**src/rtl/meatsquare_datapath.sv**
```systemverilog
// Datapath for the falling-square game: holds the square position, runs the frame
// delay counter and sweeps square pixels to the VGA write port with a one-deep request queue.
module meatsquare_datapath #(
   parameter int         SCREEN_W    = 160,
   parameter int         SCREEN_H    = 120,
   parameter int         SQ_SIZE     = 4,
   parameter int         X_START     = 78,
   parameter int         FRAME_DELAY = 833333,
   parameter logic [2:0] SQ_COLOUR   = 3'b100
) (
   input  logic       clock,
   input  logic       reset,
   input  logic       update,
   input  logic       plot,
   input  logic       draw,
   input  logic       erase,
   input  logic       reset_count,
   input  logic       left,
   input  logic       right,
   output logic [7:0] x,
   output logic [6:0] y,
   output logic [2:0] colour,
   output logic       writeEn,
   output logic       finish_counting,
   output logic       finish_game,
   output logic       overflow
);

   localparam int SQ_LOG = $clog2(SQ_SIZE);
   localparam int IDX_W  = 2 * SQ_LOG;
   localparam int CNT_W  = (FRAME_DELAY > 1) ? $clog2(FRAME_DELAY) : 1;

   localparam logic [CNT_W-1:0] CNT_MAX = CNT_W'(FRAME_DELAY - 1);
   localparam logic [7:0]       X_MAX   = 8'(SCREEN_W - SQ_SIZE);
   localparam logic [7:0]       X_INIT  = 8'(X_START);
   localparam logic [7:0]       SQ_EDGE = 8'(SQ_SIZE);
   localparam logic [7:0]       Y_LIMIT = 8'(SCREEN_H);

   typedef enum logic {S_IDLE, S_SWEEP} state_t;

   state_t             state_q, state_d;
   logic [7:0]         sq_x_q, sq_x_d;
   logic [6:0]         sq_y_q, sq_y_d;
   logic [CNT_W-1:0]   cnt_q, cnt_d;
   logic [IDX_W-1:0]   idx_q, idx_d;
   logic [7:0]         snap_x_q, snap_x_d;
   logic [6:0]         snap_y_q, snap_y_d;
   logic               snap_draw_q, snap_draw_d;
   logic               pend_full_q, pend_full_d;
   logic [7:0]         pend_x_q, pend_x_d;
   logic [6:0]         pend_y_q, pend_y_d;
   logic               pend_draw_q, pend_draw_d;
   logic [7:0]         x_q, x_d;
   logic [6:0]         y_q, y_d;
   logic [2:0]         colour_q, colour_d;
   logic               we_q, we_d;
   logic               ovf_q, ovf_d;

   logic               req;
   logic               start;
   logic [7:0]         start_x;
   logic [6:0]         start_y;
   logic               start_draw;

   assign req         = plot & (draw | erase);
   assign finish_game = ({1'b0, sq_y_q} + SQ_EDGE) >= Y_LIMIT;

   always_comb begin
      state_d     = state_q;
      sq_x_d      = sq_x_q;
      sq_y_d      = sq_y_q;
      cnt_d       = cnt_q;
      idx_d       = idx_q;
      snap_x_d    = snap_x_q;
      snap_y_d    = snap_y_q;
      snap_draw_d = snap_draw_q;
      pend_full_d = pend_full_q;
      pend_x_d    = pend_x_q;
      pend_y_d    = pend_y_q;
      pend_draw_d = pend_draw_q;
      x_d         = x_q;
      y_d         = y_q;
      colour_d    = colour_q;
      we_d        = 1'b0;
      ovf_d       = ovf_q;
      start       = 1'b0;
      start_x     = sq_x_q;
      start_y     = sq_y_q;
      start_draw  = draw;

      if (update && !finish_game) begin
         sq_y_d = sq_y_q + 7'd1;
         if (left && !right && sq_x_q != 8'd0) begin
            sq_x_d = sq_x_q - 8'd1;
         end else if (right && !left && sq_x_q < X_MAX) begin
            sq_x_d = sq_x_q + 8'd1;
         end
      end

      if (reset_count) begin
         cnt_d = '0;
      end else if (cnt_q < CNT_MAX) begin
         cnt_d = cnt_q + 1'b1;
      end

      case (state_q)
         S_IDLE: begin
            start = req;
         end
         S_SWEEP: begin
            if (idx_q != '1) begin
               idx_d = idx_q + 1'b1;
               we_d  = 1'b1;
               if (req) begin
                  if (pend_full_q) begin
                     ovf_d = 1'b1;
                  end else begin
                     pend_full_d = 1'b1;
                     pend_x_d    = sq_x_q;
                     pend_y_d    = sq_y_q;
                     pend_draw_d = draw;
                  end
               end
            end else if (pend_full_q) begin
               // Last pixel: hand the queued sweep over; the slot it frees can take a new request.
               start       = 1'b1;
               start_x     = pend_x_q;
               start_y     = pend_y_q;
               start_draw  = pend_draw_q;
               pend_full_d = req;
               if (req) begin
                  pend_x_d    = sq_x_q;
                  pend_y_d    = sq_y_q;
                  pend_draw_d = draw;
               end
            end else if (req) begin
               start = 1'b1;
            end else begin
               state_d = S_IDLE;
            end
         end
         default: state_d = S_IDLE;
      endcase

      if (start) begin
         state_d     = S_SWEEP;
         idx_d       = '0;
         snap_x_d    = start_x;
         snap_y_d    = start_y;
         snap_draw_d = start_draw;
         we_d        = 1'b1;
      end

      if (we_d) begin
         x_d      = snap_x_d + 8'(idx_d[SQ_LOG-1:0]);
         y_d      = snap_y_d + 7'(idx_d[IDX_W-1:SQ_LOG]);
         colour_d = snap_draw_d ? SQ_COLOUR : 3'b000;
      end
   end

   always_ff @(posedge clock) begin
      if (!reset) begin
         state_q     <= S_IDLE;
         sq_x_q      <= X_INIT;
         sq_y_q      <= '0;
         cnt_q       <= '0;
         idx_q       <= '0;
         snap_x_q    <= '0;
         snap_y_q    <= '0;
         snap_draw_q <= 1'b0;
         pend_full_q <= 1'b0;
         pend_x_q    <= '0;
         pend_y_q    <= '0;
         pend_draw_q <= 1'b0;
         x_q         <= '0;
         y_q         <= '0;
         colour_q    <= '0;
         we_q        <= 1'b0;
         ovf_q       <= 1'b0;
      end else begin
         state_q     <= state_d;
         sq_x_q      <= sq_x_d;
         sq_y_q      <= sq_y_d;
         cnt_q       <= cnt_d;
         idx_q       <= idx_d;
         snap_x_q    <= snap_x_d;
         snap_y_q    <= snap_y_d;
         snap_draw_q <= snap_draw_d;
         pend_full_q <= pend_full_d;
         pend_x_q    <= pend_x_d;
         pend_y_q    <= pend_y_d;
         pend_draw_q <= pend_draw_d;
         x_q         <= x_d;
         y_q         <= y_d;
         colour_q    <= colour_d;
         we_q        <= we_d;
         ovf_q       <= ovf_d;
      end
   end

   assign x               = x_q;
   assign y               = y_q;
   assign colour          = colour_q;
   assign writeEn         = we_q;
   assign overflow        = ovf_q;
   assign finish_counting = (cnt_q == CNT_MAX);

endmodule

```
**config.mk**
```make
export PLATFORM = sky130hd
export DESIGN_NAME = meatsquare_datapath
export DESIGN_NICKNAME = d
export VERILOG_FILES = /design/src/rtl/meatsquare_datapath.sv
export SDC_FILE = /design/constraint.sdc
export NUM_CORES = 1
export LEC_CHECK = 0
export ABC_AREA = 1
export BUFFER_PORTS_ARGS = -buffer_cell sky130_fd_sc_hd__buf_4
export CORE_MARGIN = 8
export CORE_UTILIZATION = 45
export CTS_CLUSTER_DIAMETER = 40
export DETAILED_ROUTE_END_ITERATION = 8
export SLEW_MARGIN = 0
export SYNTH_ARGS = -nofsm -noshare
export SYNTH_HDL_FRONTEND = slang
export SYNTH_SLANG_ARGS = --single-unit
```
**constraint.sdc**
```tcl
create_clock -name clock -period 3.4 [get_ports clock]
set_clock_uncertainty 0.1 [all_clocks]
set_input_delay 1.02 -clock clock [delete_from_list [all_inputs] [get_ports clock]]
set_output_delay 1.02 -clock clock [all_outputs]
set_load 0.02 [all_outputs]
```
# After elaboration in Yosys (flattened, before gate mapping)
# Index checks and enable logic that the tools add are counted.
[word_totals]
mem_bits_ro = 0
latch_bits = 0
ramBits = 0
register_bits = 93
output_inout_bits = 22
n_memories = 0
[classes]
addsub = 8
magnitude_cmp = 3
bitwise = 4
shifts = 0
n_eq_ne = 3
reduce_logical = 16
mul = 0
div = 0
mux = 43
[ops]
columns = ["operator", "count"]
rows = [
  ["8-bit 2-to-1 mux", 10],
  ["7-bit 2-to-1 mux", 8],
  ["20-bit by 1-bit adder with 20-bit output, second input constant", 1],
  ["20-bit equality test, second input constant", 1],
  ["20-bit < comparator, second input constant", 1],
  ["1-bit 2-to-1 mux", 20],
  ["4-bit 2-to-1 mux", 3],
  ["7-bit by 3-bit adder with 8-bit output, second input constant", 1],
  ["8-bit by 1-bit adder with 8-bit output, second input constant", 1],
  ["8-bit by 2-bit adder with 8-bit output", 1],
  ["8-bit by 7-bit >= comparator with 1-bit output, second input constant", 1],
  ["8-bit < comparator, second input constant", 1],
  ["8-bit nonzero test", 1],
  ["8-bit by 1-bit subtractor with 8-bit output, second input constant", 1],
  ["7-bit by 1-bit adder with 7-bit output, second input constant", 1],
  ["7-bit by 2-bit adder with 7-bit output", 1],
  ["1-bit logical AND", 5],
  ["4-bit by 1-bit adder with 4-bit output, second input constant", 1],
  ["4-bit != test, second input constant", 1],
  ["2-bit AND reduction", 2],
  ["4-bit AND reduction", 1],
  ["2-bit nonzero test", 2],
  ["1-bit zero test", 3],
  ["3-bit 2-to-1 mux", 1],
  ["7 further kinds", 8],
]

# Depth between registers and ports, before layout
# Gate-level depths: netlist (run 1).
[depth]
word_depth = 8
depth_mapped = 19
ltp_nobuf = 19

# Least setup slack after synthesis (run 1)
# No wires, ideal clock.
[synth_timing]
path_kind = "input-to-reg"
from = "input erase"
to = "register y_q[6] (netlist: y[6])"
setup_ns = 0.109
t_required_ns = 3.191
arrival_time_ns = 2.792
stages = 15
slack_ns = 0.399
path_cell_list = "nor2_1 nor2_1 nor2_1 nor2_4 buf_6 buf_6 a311oi_1 inv_1 fa_1 inv_1 nand3_1 nand2_1 nand3_1 nand2_1 inv_1"
[synth_via]
elab_chain_len = 8
word_cells_on_any_way = 10
classes_between = "add/sub: 1; mux: 7; bitwise: 2"
[synth_rtl]
columns = ["element", "line", "rtl"]
rows = [
  ["start: declaration", "16", "input logic erase,"],
  ["1-bit OR (*)", "65", "assign req = plot & (draw | erase);"],
  ["1-bit AND (*)", "65", ""],
  ["1-bit 2-to-1 mux", "136", "end else if (req) begin"],
  ["1-bit 2-to-1 mux", "124", "end else if (pend_full_q) begin"],
  ["1-bit 2-to-1 mux", "111", "if (idx_q != '1) begin"],
  ["1-bit one-hot mux with 2 select lines (*)", "106", "case (state_q)"],
  ["4-bit 2-to-1 mux (*)", "145", "if (start) begin"],
  ["net idx_d[3]", "45", "logic [IDX_W-1:0] idx_q, idx_d;"],
  ["7-bit by 2-bit adder with 7-bit output (*)", "156", "y_d = snap_y_d + 7'(idx_d[IDX_W-1:SQ_LOG]);"],
  ["end signal: assignment", "194", "y_q <= y_d;"],
  ["end: declaration", "54", "logic [6:0] y_q, y_d;"],
]
# Mark *: on every way through the listed nets, which the timed path passes. The rest lies on a longest branch.
# A chain may end at the register's enable or synchronous reset.

# Worst setup path after layout (run 1)
[layout_timing]
from = "input draw"
to = "register y_q[6] (netlist: y[6])"
[layout_via]
elab_chain_len = 8
word_cells_on_any_way = 10
classes_between = "add/sub: 1; mux: 7; bitwise: 2"
[layout_rtl]
columns = ["element", "line", "rtl"]
rows = [
  ["start: declaration", "15", "input logic draw,"],
  ["1-bit OR (*)", "65", ""],
  ["1-bit AND (*)", "65", ""],
  ["1-bit 2-to-1 mux", "136", ""],
  ["1-bit 2-to-1 mux", "124", ""],
  ["1-bit 2-to-1 mux", "111", ""],
  ["1-bit one-hot mux with 2 select lines (*)", "106", ""],
  ["7-bit 2-to-1 mux (*)", "145", ""],
  ["net snap_y_d[0]", "47", "logic [6:0] snap_y_q, snap_y_d;"],
  ["7-bit by 2-bit adder with 7-bit output (*)", "156", ""],
]
# Marked as above.

==> results.sh, run 1 <==
export IMPL_outcome="finished, final reports clean"
export IMPL_maxUsedRoutingLayer="met4"
export IMPL_grt_antenna_before_repair=0
export IMPL_design_final_nets=868
export IMPL_io_pins=31
export IMPL_holdCritPathClass="reg -> reg"
export IMPL_fillCellCount=1167
export IMPL_final_min_period_over_clock_period_pct=84.0
export IMPL_detailedPlacementHpwl_um=9530
export IMPL_cp_end_kind="flop"
export IMPL_finalHoldViolations=0
export IMPL_clk_latency_worst_skew_pair_ns=0.35
export IMPL_clock_sinks=91
export IMPL_ff2ff_setup_slack_ns=0.64
export IMPL_maxCapViolations=0
export IMPL_cts_max_level=3
export IMPL_drive_gt1_share_pct=8.07
export IMPL_met1_length_um=5750
export IMPL_max_slew_margin_pct=63.7
export IMPL_fmax_mhz=350
export IMPL_ys_ff_latch=91
export IMPL_syn_inst=820
export IMPL_worstSetupStartpointType="primary input"
export IMPL_slew_viol_final=0
export IMPL_drt_antenna_violating_nets=0
export IMPL_ctsHoldBuffers=0
export IMPL_globalRouteOverflowTotal=0
export IMPL_cp_num_cells=16
export IMPL_timing_setup_critical_path_class="in -> reg"
export IMPL_routed_wl_met3_um=344
export IMPL_synth_seq_area_share_pct=34.2
export IMPL_setup_viol_count_final=0
export IMPL_max_slew_worst_pin_slew_ns=0.542
export IMPL_chipWidth_um=125
export IMPL_yosysWarnings=0
export IMPL_setup_tns_after_final_layout_ns=0
export IMPL_tritoncts="done"
export IMPL_critical_path_n_buffers_inverters=4
export IMPL_synth_area_sq_um=5330
export IMPL_critical_path_cell_chain="buf_4 -> nor2_1 -> nor2_1 -> nor2_1 -> nor2_4 -> nand2_1 -> nand2_1 -> ha_1 -> inv_1 -> fa_1 -> inv_1 -> nand3_1 -> nand2_1 -> nand3_1 -> nand2_1 -> inv_1"
export IMPL_syn_avg_cell_area_sq_um=6.50
export IMPL_portBuffers=28
export IMPL_path_clk_slew_ns=0.06
export IMPL_grt_total_usage_pct=17.1
export IMPL_total_power_mw=2.52
export IMPL_vias_per_cell=5.13
export IMPL_buffers_inserted_by_post_cts_timing_repair=0
export IMPL_instance_count_along_the_most_critical_hold_path=2
export IMPL_globalplace_congestion=0.913
export IMPL_die_height_um=125
export IMPL_critical_path_arrival_ns=3.00
export IMPL_floorplan_initialDensity_pct=46.4
export IMPL_post_route_drc=0
export IMPL_detail_route_wirelength_um=13000
export IMPL_worstRegToRegCells=16
export IMPL_total_vias_in_the_final_route=5059
export IMPL_core_area_sq_um=11500
export IMPL_post_cts_resized=0
export IMPL_crit_fanout=20
export IMPL_n_antenna_cell=0
export IMPL_fp_row_count=39
export IMPL_clk_root_buffer_cell="clkbuf_16"
export IMPL_fin_crit_ns=2.86
export IMPL_grt_start_max_net_pins=37
export IMPL_most_frequent_cp_cell="nand2_1"
export IMPL_area_growth_from_synthesis_to_final_layout_pct=10.8
export IMPL_clk_path_buf_depth=2
export IMPL_grt_first_pass_wirelength_um=22500
export IMPL_first_global_vias=4864
export IMPL_pwr_density_cell_nw_per_um2=428
export IMPL_worst_path_dominant_cell_family="simple AND/OR/NAND/NOR gates"
export IMPL_cp_required_ns=3.55
export IMPL_met2RoutedLength_um=6680
export IMPL_worst_ir_drop_vdd_mv=0.329
export IMPL_dieArea_sq_um=15600
export IMPL_number_of_drc_markers_in_iteration_0=356
export IMPL_numCtsBuffers=9
export IMPL_first_pass_iters=4
export IMPL_post_drt_wl_per_cell_um=13.2
export IMPL_distinct_cells_synth=37
export IMPL_worst_path_max_delay_cell="fa_1"
export IMPL_unrepaired_setup_endpoints_after_global_routing="no"
export IMPL_critPathMaxStageDelay_ns=0.40
export IMPL_fin_hold_ws_ns=0.376
export IMPL_leakagePower_nw=2.73
[power by group]
part           switching, mW  internal [mW]  total (mW)
Combinational          0.276          0.158       0.435
Sequential            0.0467           1.13        1.18
Clock                  0.403          0.508       0.911
Total                  0.726           1.80        2.52
[registers in the layout, summed over array words and instances, names as in the netlist]
register	count
pend_y_q	7
pend_full_q	1
y	7
snap_x_q	8
idx_q	4
sq_y_q	7
pend_draw_q	1
pend_x_q	8
overflow	1
snap_draw_q	1
x	8
sq_x_q	8
state_q	1
cnt_q	20
colour	1
writeEn	1
snap_y_q	7
[placed cells by master (no fill, tap or decap), drive strengths merged, types with 2 or more instances in the layout]
cell / n
o21ai: 67
xnor2: 7
conb: 2
a211oi: 5
a31oi: 16
nand3: 37
nor2: 91
xor2: 21
nor3: 7
buf: 41
nand4: 6
fa: 3
ha: 17
clkbuf: 12
nand2: 262
o211ai: 3
nor3b: 2
dfxtp: 91
nor4: 6
a21o: 2
a21oi: 48
inv: 89
clkinv: 6
[per-stage QoR]
| stage | utilization, % | area, sq um | instances | setup WS (ns) |
|---|---|---|---|---|
| 6_report | 51.5 | 5900 | 986 | 0.545 |
| 5_1_grt | 51.5 | 5900 | 986 | 0.302 |
| 4_1_cts | 51.5 | 5900 | 986 | 0.529 |
| 3_5_place_dp | 49.2 | 5640 | 971 | 0.170 |
| 3_3_place_gp | 49.2 | 5640 | 971 | 0.201 |
| 2_1_floorplan | - | 5330 | 821 | 0.399 |
[layout make-up]
class / count / area, sq um / share of cell area [%]
clock buffers: 12 / 246 / 4.18
clock inverters: 3 / 15.0 / 0.254
inverters: 92 / 345 / 5.85
multi-input cells: 604 / 2990 / 50.6
flip-flops and latches: 91 / 1820 / 30.9
well taps: 143 / 179 / 3.03
repair buffers: 41 / 308 / 5.22
[cells in the mapped netlist, drive strengths merged]
library cell / n / area (sq um)
nor4b: 1 / 8.76
ha: 17 / 213
nand2: 262 / 1000
a21o: 2 / 15.0
nor4: 6 / 37.5
nor2: 91 / 362
conb: 1 / 3.75
xnor2: 7 / 61.3
nor3b: 2 / 15.0
a31oi: 16 / 100
fa: 3 / 60.1
a21oi: 48 / 240
o211ai: 3 / 22.5
dfxtp: 91 / 1820
xor2: 21 / 184
buf: 18 / 115
nor3: 7 / 35.0
clkinv: 3 / 11.3
clkbuf: 16 / 61.3
nand3: 37 / 198
inv: 89 / 334
a211oi: 5 / 37.5
a311oi: 1 / 8.76
nand4: 6 / 37.5
o21ai: 67 / 343
[logic make-up (layout without fill, tap and decap cells)]
logic type               after synthesis  in the layout  synth area share, %
AO/OA/AOI/OAI                        142            142                 14.4
XOR/XNOR                              28             28                 4.60
adder cells (fa/ha/maj)               20             20                 5.12
buffers and inverters                126            148                 9.80
flip-flops                            91             91                 34.2
other                                  1              2               0.0704
AND/OR/NAND/NOR                      412            412                 31.8
[worst paths after layout]
path	from	end
setup / recovery	draw	y[6]
hold / removal	pend_x_q[6]	pend_x_q[6]
hold reg to reg	pend_x_q[6]	pend_x_q[6]
setup reg to reg	idx_q[0]	y[6]
[worst min-delay path, cell delays in order (launching register included)]
cell,delay [ns]
dfxtp_1,0.30
inv_1,0.06
a211oi_1,0.07
[layer usage]
layer | track usage, % | up-vias
li1 | - | 2646
met1 | 19.3 | 2320
met2 | 30.8 | 72
met3 | 3.23 | 21
met4 | 7.23 | 0
met5 | 0 | -
No activity file was read; power rests on OpenSTA's default activity.
==> run 2, diff against run 1 <==
==> constraint.sdc (replaced) <==
create_clock -name clock -period 2.5 [get_ports clock]
set_clock_uncertainty 0.1 [all_clocks]
set_input_delay 0.75 -clock clock [delete_from_list [all_inputs] [get_ports clock]]
set_output_delay 0.75 -clock clock [all_outputs]
set_load 0.02 [all_outputs]
==> run 2 against run 1 <==
  * Global-route usage up 1.0 points
  * Setup slack worse by 0.52 ns
  * Via count up 5.6%
  * Core utilization up 4.5 points
  * Routed wire length up 8.1%
  * Clock-buffer cell count down 1
  * Register-to-register slack worse by 0.47 ns
  * Sequential share of layout area down 2.2 points
  * First-iteration DRC count down 5.6%
  * Clock power up 51%
  * Critical path type is now reg -> out
==> results.sh, run 2 (synthesis gave the netlist of run 1 again) <==
export IMPL_tritoncts="done"
export IMPL_worst_path_dominant_cell_family="simple AND/OR/NAND/NOR gates"
export IMPL_floorplan_initialDensity_pct=46.4
export IMPL_clk_latency_worst_skew_pair_ns=0.35
export IMPL_cp_required_ns=1.65
export IMPL_fillCellCount=1119
export IMPL_dieArea_sq_um=15600
export IMPL_fmax_mhz=403
export IMPL_clock_sinks=91
export IMPL_setup_viol_count_final=0
export IMPL_holdCritPathClass="reg -> reg"
export IMPL_layout_commonest_cell="nand2_1"
export IMPL_post_route_drc=0
export IMPL_ctsHoldBuffers=0
export IMPL_layout_area_seq_sq_um=1840
export IMPL_post_drt_wl_per_cell_um=13.7
export IMPL_met2RoutedLength_um=7340
export IMPL_number_of_drc_markers_in_iteration_0=336
export IMPL_leakagePower_nw=3.00
export IMPL_finalHoldViolations=0
export IMPL_first_global_vias=5041
export IMPL_area_growth_from_synthesis_to_final_layout_pct=20.4
export IMPL_globalplace_congestion=0.888
export IMPL_n_antenna_cell=0
export IMPL_cts_max_level=3
export IMPL_path_clk_slew_ns=0.06
export IMPL_grt_start_max_net_pins=36
export IMPL_core_area_sq_um=11500
export IMPL_grt_first_pass_wirelength_um=23700
export IMPL_worst_ir_drop_vdd_mv=0.537
export IMPL_cp_end_kind="primary output"
export IMPL_layout_common_cells="nand2_1 (254), buf_4 (85), dfxtp_1 (84), inv_1 (83), nor2_1 (82)"
export IMPL_max_slew_worst_pin_slew_ns=0.518
export IMPL_portBuffers=28
export IMPL_vias_per_cell=5.17
export IMPL_final_min_period_over_clock_period_pct=99.2
export IMPL_timing_setup_critical_path_class="reg -> out"
export IMPL_globalRouteOverflowTotal=0
export IMPL_first_pass_iters=5
export IMPL_chipWidth_um=125
export IMPL_total_vias_in_the_final_route=5342
export IMPL_numCtsBuffers=9
export IMPL_critical_path_n_buffers_inverters=2
export IMPL_slew_viol_final=0
export IMPL_largest_reg_flops=20
export IMPL_detailedPlacementHpwl_um=10200
export IMPL_fp_row_count=39
export IMPL_routed_wl_met3_um=457
export IMPL_total_power_mw=3.67
export IMPL_critical_path_arrival_ns=1.63
export IMPL_drt_antenna_violating_nets=0
export IMPL_critical_path_cell_chain="inv_2 -> nand4_1 -> nor4_4 -> nor4b_4 -> buf_4"
export IMPL_crit_fanout=5
export IMPL_outcome="finished, final reports clean"
export IMPL_unrepaired_setup_endpoints_after_global_routing="yes"
export IMPL_maxUsedRoutingLayer="met4"
export IMPL_met1_length_um=6030
export IMPL_critPathMaxStageDelay_ns=0.36
export IMPL_drive_gt1_share_pct=16.7
export IMPL_clk_path_buf_depth=2
export IMPL_io_pins=31
export IMPL_maxCapViolations=0
export IMPL_detail_route_wirelength_um=14100
export IMPL_worst_path_max_delay_cell="dfxtp_4"
export IMPL_design_final_nets=914
export IMPL_max_flop_register="cnt_q"
export IMPL_multiInputGateArea_sq_um=3100
export IMPL_max_slew_margin_pct=65.2
export IMPL_setup_tns_after_final_layout_ns=0
export IMPL_worstSetupStartpointType="flop"
export IMPL_die_height_um=125
export IMPL_grt_total_usage_pct=18.2
export IMPL_grt_antenna_before_repair=0
export IMPL_clk_root_buffer_cell="clkbuf_16"
export IMPL_pwr_density_cell_nw_per_um2=572
export IMPL_fin_crit_ns=2.48
export IMPL_fin_hold_ws_ns=0.378
export IMPL_ff2ff_setup_slack_ns=0.17
[run 2: layout make-up]
class | count | share of cell area, %
Clock inverter | 5 | 0.820
Tap cell | 143 | 2.79
Timing Repair Buffer | 87 | 10.2
Clock buffer | 11 | 3.79
Multi-Input combinational cell | 604 | 48.4
Sequential cell | 91 | 28.6
Inverter | 92 | 5.39
[run 2: metrics by stage]
| step | worst slack [ns] | std cells | utilization (%) | area (sq um) |
|---|---|---|---|---|
| CTS | -0.000836 | 1026 | 55.2 | 6330 |
| finish | 0.0208 | 1033 | 55.9 | 6410 |
| floorplan | -0.0574 | 821 | - | 5380 |
| detailed placement | -0.263 | 1009 | 52.1 | 5980 |
| global route | -0.0462 | 1033 | 55.9 | 6410 |
| global placement | -0.211 | 1009 | 52.1 | 5980 |
[run 2: path summary, 6_finish.rpt]
kind	startpoint	end	cells after the start
worst min register to register	pend_x_q[6]	pend_x_q[6]	2
worst max-delay path	cnt_q[11]	finish_counting	5
worst min-delay path	pend_x_q[6]	pend_x_q[6]	2
worst max register to register	idx_q[0]	y[2]	14
[run 2: tightest hold or removal path, delay by kind of cell (launching register included)]
kind            cells  cell delay (ns)
flops               1             0.30
buf+inv             1             0.06
compound gates      1             0.07
[run 2: timing repair]
item	CTS	global route
resized for setup	9	19
setup endpoints to repair	8	10
pin swaps	1	9
cloned	0	1
setup buffers	1	6
hold endpoints to repair	0	0
[run 2: where the power goes]
group	switching, mW	total (mW)	internal (mW)
logic	0.415	0.691	0.275
registers	0.0552	1.59	1.54
clock network	0.586	1.38	0.798
total	1.06	3.67	2.61
[run 2: routing by layer]
| layer | track usage, % | vias to the layer above |
|---|---|---|
| li1 | - | 2747 |
| met1 | 19.7 | 2490 |
| met2 | 33.2 | 84 |
| met3 | 4.30 | 21 |
| met4 | 6.87 | 0 |
| met5 | 0 | - |
